==> config.mk <==
export PLATFORM = sky130hd
export DESIGN_NAME = shr_pattern_driver
export DESIGN_NICKNAME = d
export VERILOG_FILES = /design/src/rtl/shr_pattern_driver.sv
export SDC_FILE = /design/constraint.sdc
export NUM_CORES = 2
export LEC_CHECK = 0
export BUFFER_PORTS_ARGS = -buffer_cell sky130_fd_sc_hd__clkbuf_2
export CAP_MARGIN = 5
export CORE_AREA = 2 2 410 412
export CTS_BUF_LIST = sky130_fd_sc_hd__clkbuf_2
export DETAILED_ROUTE_END_ITERATION = 7
export DIE_AREA = 0 0 412 414
export GPL_ROUTABILITY_DRIVEN = 1
export PLACE_DENSITY = 0.45
export SKIP_LAST_GASP = 1
export SYNTH_ARGS = -nofsm -noshare
export SYNTH_HDL_FRONTEND = slang
export SYNTH_SLANG_ARGS = --single-unit
==> constraint.sdc <==
create_clock -name clk -period 6.5 [get_ports clk]
set_input_delay 0.65 -clock clk [delete_from_list [all_inputs] [get_ports clk]]
set_output_delay 0.65 -clock clk [all_outputs]
set_load 0.1 [all_outputs]
==> src/rtl/shr_pattern_driver.sv <==
// Shifts a WIDTH-bit pattern MSB-first into an external shift-register chain,
// then latches it. Ports:
//   clk, aclr_n      : system clock, async active-low reset
//   pattern_in       : parallel pattern, captured once per frame in LOAD
//   update           : async strobe, each rising edge requests one frame
//   shr_data/clk     : serial data and shift clock (external samples on rise)
//   shr_latch        : storage-register latch, active high
//   busy, done       : frame in progress / one-cycle completion pulse
//   frame_cnt        : completed-frame counter, wraps
module shr_pattern_driver #(
    parameter int WIDTH = 1024,
    parameter int DIV   = 25
) (
    input  logic             clk,
    input  logic             aclr_n,
    input  logic [WIDTH-1:0] pattern_in,
    input  logic             update,
    output logic             shr_data,
    output logic             shr_clk,
    output logic             shr_latch,
    output logic             busy,
    output logic             done,
    output logic [15:0]      frame_cnt
);

    localparam int BW = $clog2(WIDTH);
    localparam int DW = (DIV > 1) ? $clog2(DIV) : 1;
    localparam logic [BW-1:0] BIT_LAST = BW'(WIDTH - 1);
    localparam logic [DW-1:0] DIV_LAST = DW'(DIV - 1);

    typedef enum logic [2:0] {
        IDLE,
        LOAD,
        SHIFT_LO,
        SHIFT_HI,
        LATCH
    } state_t;

    state_t           state_q, state_d;
    logic             sync1_q, sync2_q, dly_q;
    logic             pending_q, pending_d;
    logic [WIDTH-1:0] shadow_q, shadow_d;
    logic [BW-1:0]    bit_q, bit_d;
    logic [DW-1:0]    div_q, div_d;
    logic             done_q, done_d;
    logic [15:0]      cnt_q, cnt_d;
    logic             clk_q, latch_q, busy_q;
    logic             start;
    logic             div_end;

    // Third flop only detects the rising edge of the synchronized strobe.
    assign start   = sync2_q & ~dly_q;
    assign div_end = (div_q == DIV_LAST);

    always_comb begin
        state_d   = state_q;
        pending_d = pending_q | start;
        shadow_d  = shadow_q;
        bit_d     = bit_q;
        div_d     = div_q + 1'b1;
        done_d    = 1'b0;
        cnt_d     = cnt_q;
        unique case (state_q)
            IDLE: begin
                div_d = '0;
                if (pending_q || start) begin
                    state_d   = LOAD;
                    // A start coinciding with LOAD entry is consumed here.
                    pending_d = 1'b0;
                end
            end
            LOAD: begin
                shadow_d = pattern_in;
                bit_d    = BIT_LAST;
                div_d    = '0;
                state_d  = SHIFT_LO;
            end
            SHIFT_LO: begin
                if (div_end) begin
                    div_d   = '0;
                    state_d = SHIFT_HI;
                end
            end
            SHIFT_HI: begin
                if (div_end) begin
                    div_d = '0;
                    if (bit_q == '0) begin
                        state_d = LATCH;
                    end else begin
                        // Data moves only as shr_clk falls.
                        shadow_d = {shadow_q[WIDTH-2:0], 1'b0};
                        bit_d    = bit_q - 1'b1;
                        state_d  = SHIFT_LO;
                    end
                end
            end
            LATCH: begin
                if (div_end) begin
                    div_d   = '0;
                    done_d  = 1'b1;
                    cnt_d   = cnt_q + 16'd1;
                    state_d = IDLE;
                end
            end
            default: state_d = IDLE;
        endcase
    end

    always_ff @(posedge clk or negedge aclr_n) begin
        if (!aclr_n) begin
            state_q   <= IDLE;
            sync1_q   <= 1'b0;
            sync2_q   <= 1'b0;
            dly_q     <= 1'b0;
            pending_q <= 1'b0;
            shadow_q  <= '0;
            bit_q     <= '0;
            div_q     <= '0;
            done_q    <= 1'b0;
            cnt_q     <= '0;
            clk_q     <= 1'b0;
            latch_q   <= 1'b0;
            busy_q    <= 1'b0;
        end else begin
            state_q   <= state_d;
            sync1_q   <= update;
            sync2_q   <= sync1_q;
            dly_q     <= sync2_q;
            pending_q <= pending_d;
            shadow_q  <= shadow_d;
            bit_q     <= bit_d;
            div_q     <= div_d;
            done_q    <= done_d;
            cnt_q     <= cnt_d;
            // Decoded from next state so they line up with state_q.
            clk_q     <= (state_d == SHIFT_HI);
            latch_q   <= (state_d == LATCH);
            busy_q    <= (state_d != IDLE);
        end
    end

    assign shr_data  = shadow_q[WIDTH-1];
    assign shr_clk   = clk_q;
    assign shr_latch = latch_q;
    assign busy      = busy_q;
    assign done      = done_q;
    assign frame_cnt = cnt_q;

endmodule

==> results of run 1 <==
## cells in the mapped netlist (all sizes together), types with 2 or more instances
cell type,instances,area share
inv,7,0.00061
o21ai,4,0.00046
a211oi,2,0.00035
nand4,9,0.0013
ha,5,0.0014
clkbuf,149,0.013
nor3,5,0.00084
nor3b,3,0.00052
nand2,13,0.0011
o22ai,1026,0.15
xor2,8,0.0016
a21oi,5,0.00058
nor2b,3,0.00043
and3,5,0.00072
and2,3,0.00043
nor2,2063,0.18
xnor2,13,0.0026
buf,199,0.024
nand3,9,0.0010
dfrtp,1066,0.62
nand2b,2,0.00029
a311oi,2,0.00041
and4,3,0.00061
## logic make-up after synthesis
kind of cell / count (synthesis) / share of synthesized area
AO/OA/AOI/OAI: 1046 / 0.152
adder cells (fa/ha/maj): 5 / 0.00145
buffers and inverters: 355 / 0.0379
flip-flops: 1066 / 0.617
XOR/XNOR: 21 / 0.00426
AND/OR/NAND/NOR: 2123 / 0.187
multiplexers: 1 / 0.000261
## through the flow
stage / cells / instance area (µm²)
floorplan: 4617 / 43200
global placement: 7581 / 50300
detailed placement: 7581 / 50300
==> results.md, run 1 <==
* Status: aborted with a tool error
* Fail Step: clock tree synthesis (4_1_cts)
* Error: [ERROR RSZ-0060] Max buffer count reached.
* IO buf count at around 1000
* Row count at 150
* CTS sink count at approximately 1100
* Gate Count Post-Synth at 4617
* Clock Tree Root: clkbuf_2
* Seq/Total Area, Yosys at 0.617
* Number of flops mapped to enable cells by yosys at 0
* FF+latch count, synth at around 1100
* Ys flop type: dfrtp_1
* Clk buf depth at 4
* Syn_nets at 5649
* RePlAce Congestion at 0.826
* Synth cell types at 39
* Post-CTS sizing at 0
* Num CTS Buffers at 326
* Post-Syn Area at 0.0432 mm²
* Die width at 412 µm
* Avg Cell Area, Syn at 9.36 µm²
* Dpl ws at 3.22 ns
* Post-CTS Setup Inserts at 0
* HPWL after DPL at between 100000 and 150000 µm
* Initial core utilization at 0.260
* Cts hold-fix bufs at 1624
* Ys async rst share at 1.00
* Die Span Y at roughly 410 µm
* H-tree levels at 5
* Syn. warnings at 0
* IO Pins at 1048
==> run 2: changes to the inputs <==
--- a/config.mk
+++ b/config.mk
@@ -7,12 +7,11 @@
 export LEC_CHECK = 0
 export BUFFER_PORTS_ARGS = -buffer_cell sky130_fd_sc_hd__clkbuf_2
 export CAP_MARGIN = 5
-export CORE_AREA = 2 2 410 412
-export CTS_BUF_LIST = sky130_fd_sc_hd__clkbuf_2
+export CORE_AREA = 2 2 411 413
 export DETAILED_ROUTE_END_ITERATION = 7
-export DIE_AREA = 0 0 412 414
+export DIE_AREA = 0 0 413 415
 export GPL_ROUTABILITY_DRIVEN = 1
-export PLACE_DENSITY = 0.45
+export PLACE_DENSITY_LB_ADDON = 0.15
 export SKIP_LAST_GASP = 1
 export SYNTH_ARGS = -nofsm -noshare
 export SYNTH_HDL_FRONTEND = slang
==> results.md, run 2 <==
* Largest cells by area after synthesis: dfrtp_1 62%, nor2_1 18%, o22ai_1 15%
* Leak at 24.3 nW
* Footprint of the multi-input gates at roughly 0.015 mm²
* Ys flop type: dfrtp_1
* CTS clk-pin slew, worst paths at 0.06 ns
* Post-CTS sizing at 0 (unchanged)
* Final ANT Viol Nets at 0
* Gr busiest metal: met2
* CP required at 7.18 ns
* Commonest non-fill, non-tap cell in the layout: nor2_1
* CTS tree: built
* Worst min path class: input port to flip-flop
* Synth cell types at 39 (unchanged)
* Number of flops mapped to enable cells by yosys at 0 (unchanged)
* Avg Cell Area, Syn at 9.36 µm² (unchanged)
* Met1 Usage GRT at 0.214
* Buf/Inv on CP at 2
* Clock Tree Root: clkbuf_16
* Post-CTS Setup Inserts at 0 (unchanged)
* Overflow after GRT at 0
* Syn_nets at 5649 (unchanged)
* Share of cells above drive strength 1 at 0.232
* CP arrival at 3.92 ns
* Final Max Tran Viols at 0
* FF+latch count, synth at 1066 (unchanged)
* Post-route DRC at 0
* Power per cell area at 436 mW/mm²
* Initial DRC count at 2696
* Max incr delay on CP at 0.67 ns
* Die width at 413 µm (+0.24%)
* Worst-path maximum fanout at 188
* Hold Fails Final Rpt at 0
* Synth cell count leaders: 2063 x nor2_1, 1066 x dfrtp_1, 1026 x o22ai_1
* Worst slew margin relative to its limit at 0.116
* Row count at 150 (unchanged)
* Initial antenna violation count at between 90 and 100
* Ys async rst share at 1.00 (unchanged)
* H-tree levels at 4 (-1)
* Area Overhead vs Synth at 26.7%
* Die Span Y at 415 µm (+0.24%)
* Crit end category: flip-flop
* Worst-Skew Late Latency at about 0.77 ns
* Cell mode on critical path: nor2_1
* Measured slew at the worst slew-check pin at 1.33 ns
* CTS sink count at 1066 (unchanged)
* Pin count of the biggest net entering global routing at 219
* Max FFs per register at 1024
* M2 GR Usage at 0.295
* Clock skew at 0.0353 ns
* Syn. warnings at 0 (unchanged)
* Gate Count Post-Synth at 4617 (unchanged)
* Most frequent cells in the layout: 2063 x nor2_1, 1066 x dfrtp_1, 1046 x clkbuf_2
* Initial core utilization at 0.259 (-0.000585)
* Seq/Total Area, Yosys at 0.617 (unchanged)
* First-pass GRT wire length at around 230000 µm
* Status: finished clean
* Slowest CP cell: and2_4
* Fin crit period at 3.24 ns
* Max Freq at between 0.3 and 0.4 GHz
* Largest Register: shadow_q
* Reg area at around 0.027 mm²
* Hold_ws at 0.139 ns
* Post-Syn Area at 0.0432 mm² (unchanged)
* Routed Wire Length at 159000 µm
* Final period util at 0.499
* RSZ-0062 raised after global routing: false
* Vias in the first global route at 37100
* Final setup violation count at 0
* WL/cell at 20.2 µm
* Family with the most delay on the worst path: simple AND/OR/NAND/NOR gates
* DRT Pass-1 Iters at 7
* Total power draw at 23.9 mW
* Setup TNS at 0 ns
* Final #Nets at around 6500
* Yosys top cell area share at 0.617 (unchanged)
* Overall routing resource usage at 0.179
* Post-route setup slack at 3.26 ns
* Count leader, synth: nor2_1
* Critical path launch point type: flip-flop
* Met3 GRT Util at 0.0653
* Filler cell count at 17500
* Clk buf depth at 3 (-1)
* Peak supply drop at 0.258 mV
* Most area-hungry cell type in the Yosys netlist: dfrtp_1
* IO Pins at 1048 (unchanged)
* Core area at 0.167 mm²
* Non-Filler Instances at 7848
* HPWL after DPL at 107000 µm (+0.21%)
* Max Cap Viol at 0
* CP Class: flip-flop to flip-flop
* Worst path cell trace: inv_1 > ha_1 > nand4b_1 > a21oi_1 > and2_4 > buf_12 > nor2_1 > nor2_1
* Die Footprint at 0.171 mm²
* RePlAce Congestion at 0.805 (-2.4%)
* Dpl cells at 7564 (-0.22%)
* DR vias/cell at 4.73
* Num CTS Buffers at 133 (-59%)
* IO buf count at 1047 (unchanged)
* Via count at 37100
* Dpl ws at 3.21 ns (-0.0144 ns)
==> run 2: cell counts after synthesis <==
Identical to the previous run, type by type.
==> run 2: layout make-up <==
type | instances | share of cell area
Inverter | 7 | 0.000480
Sequential cell | 1066 | 0.487
Timing Repair Buffer | 1093 | 0.106
Clock buffer | 202 | 0.0722
Tap cell | 2204 | 0.0504
Antenna cell | 43 | 0.00197
Multi-Input combinational cell | 3196 | 0.273
Clock inverter | 37 | 0.00877
==> run 2: worst paths after layout <==
path / start / end / slack (ns) / cells past startpoint
worst min-delay path: pattern_in[961] / shadow_q[961] / 0.14 / 3
max in group asynchronous: aclr_n / shadow_q[916] / 4.35 / 4
worst max-delay path: div_q[0] / shadow_q[713] / 3.26 / 8
worst min register to register: sync1_q / sync2_q / 0.39 / 0
worst max register to register: div_q[0] / shadow_q[713] / 3.26 / 8
min in group asynchronous: aclr_n / shadow_q[298] / 0.45 / 2
==> run 2: per-layer routing <==
layer / up-vias / share of wire
met4: 94 / 0.023
met2: 930 / 0.49
met3: 289 / 0.077
li1: 17800 / -
met1: 18000 / 0.41
met5: - / 0.0038
==> run 2: cells by family (layout without fill, tap and decap cells) <==
logic type / count (synthesis) / in the layout / share of synthesized area
other: 0 / 43 / 0
XOR/XNOR: 21 / 21 / 0.00426
buffers and inverters: 355 / 1339 / 0.0379
flip-flops: 1066 / 1066 / 0.617
multiplexers: 1 / 1 / 0.000261
adder cells (fa/ha/maj): 5 / 5 / 0.00145
AO/OA/AOI/OAI: 1046 / 1046 / 0.152
AND/OR/NAND/NOR: 2123 / 2123 / 0.187
==> run 2: what timing repair did <==
action / in CTS / in global routing
endpoints found under the hold margin: 57 / 0
hold buffers: 2 / 0
setup endpoints to repair: 0 / 0
==> run 2: through the flow <==
stage,cell area (µm²),utilization
global placement,50200,0.301
finish,54800,0.329
global route,54700,0.328
CTS,54600,0.328
floorplan,43200,-
detailed placement,50200,0.301
==> run 2: power breakdown <==
group	switching [mW]	internal, mW
clock network	3.06	4.43
logic	2.19	2.34
registers	1.90	9.94
==> run 2: tightest hold or removal path, cell delays in order <==
cell and delay [ns]:
clkbuf_2 0.07, o22ai_1 0.07, nor2_1 0.07
Power figures use the tool's default switching activity.
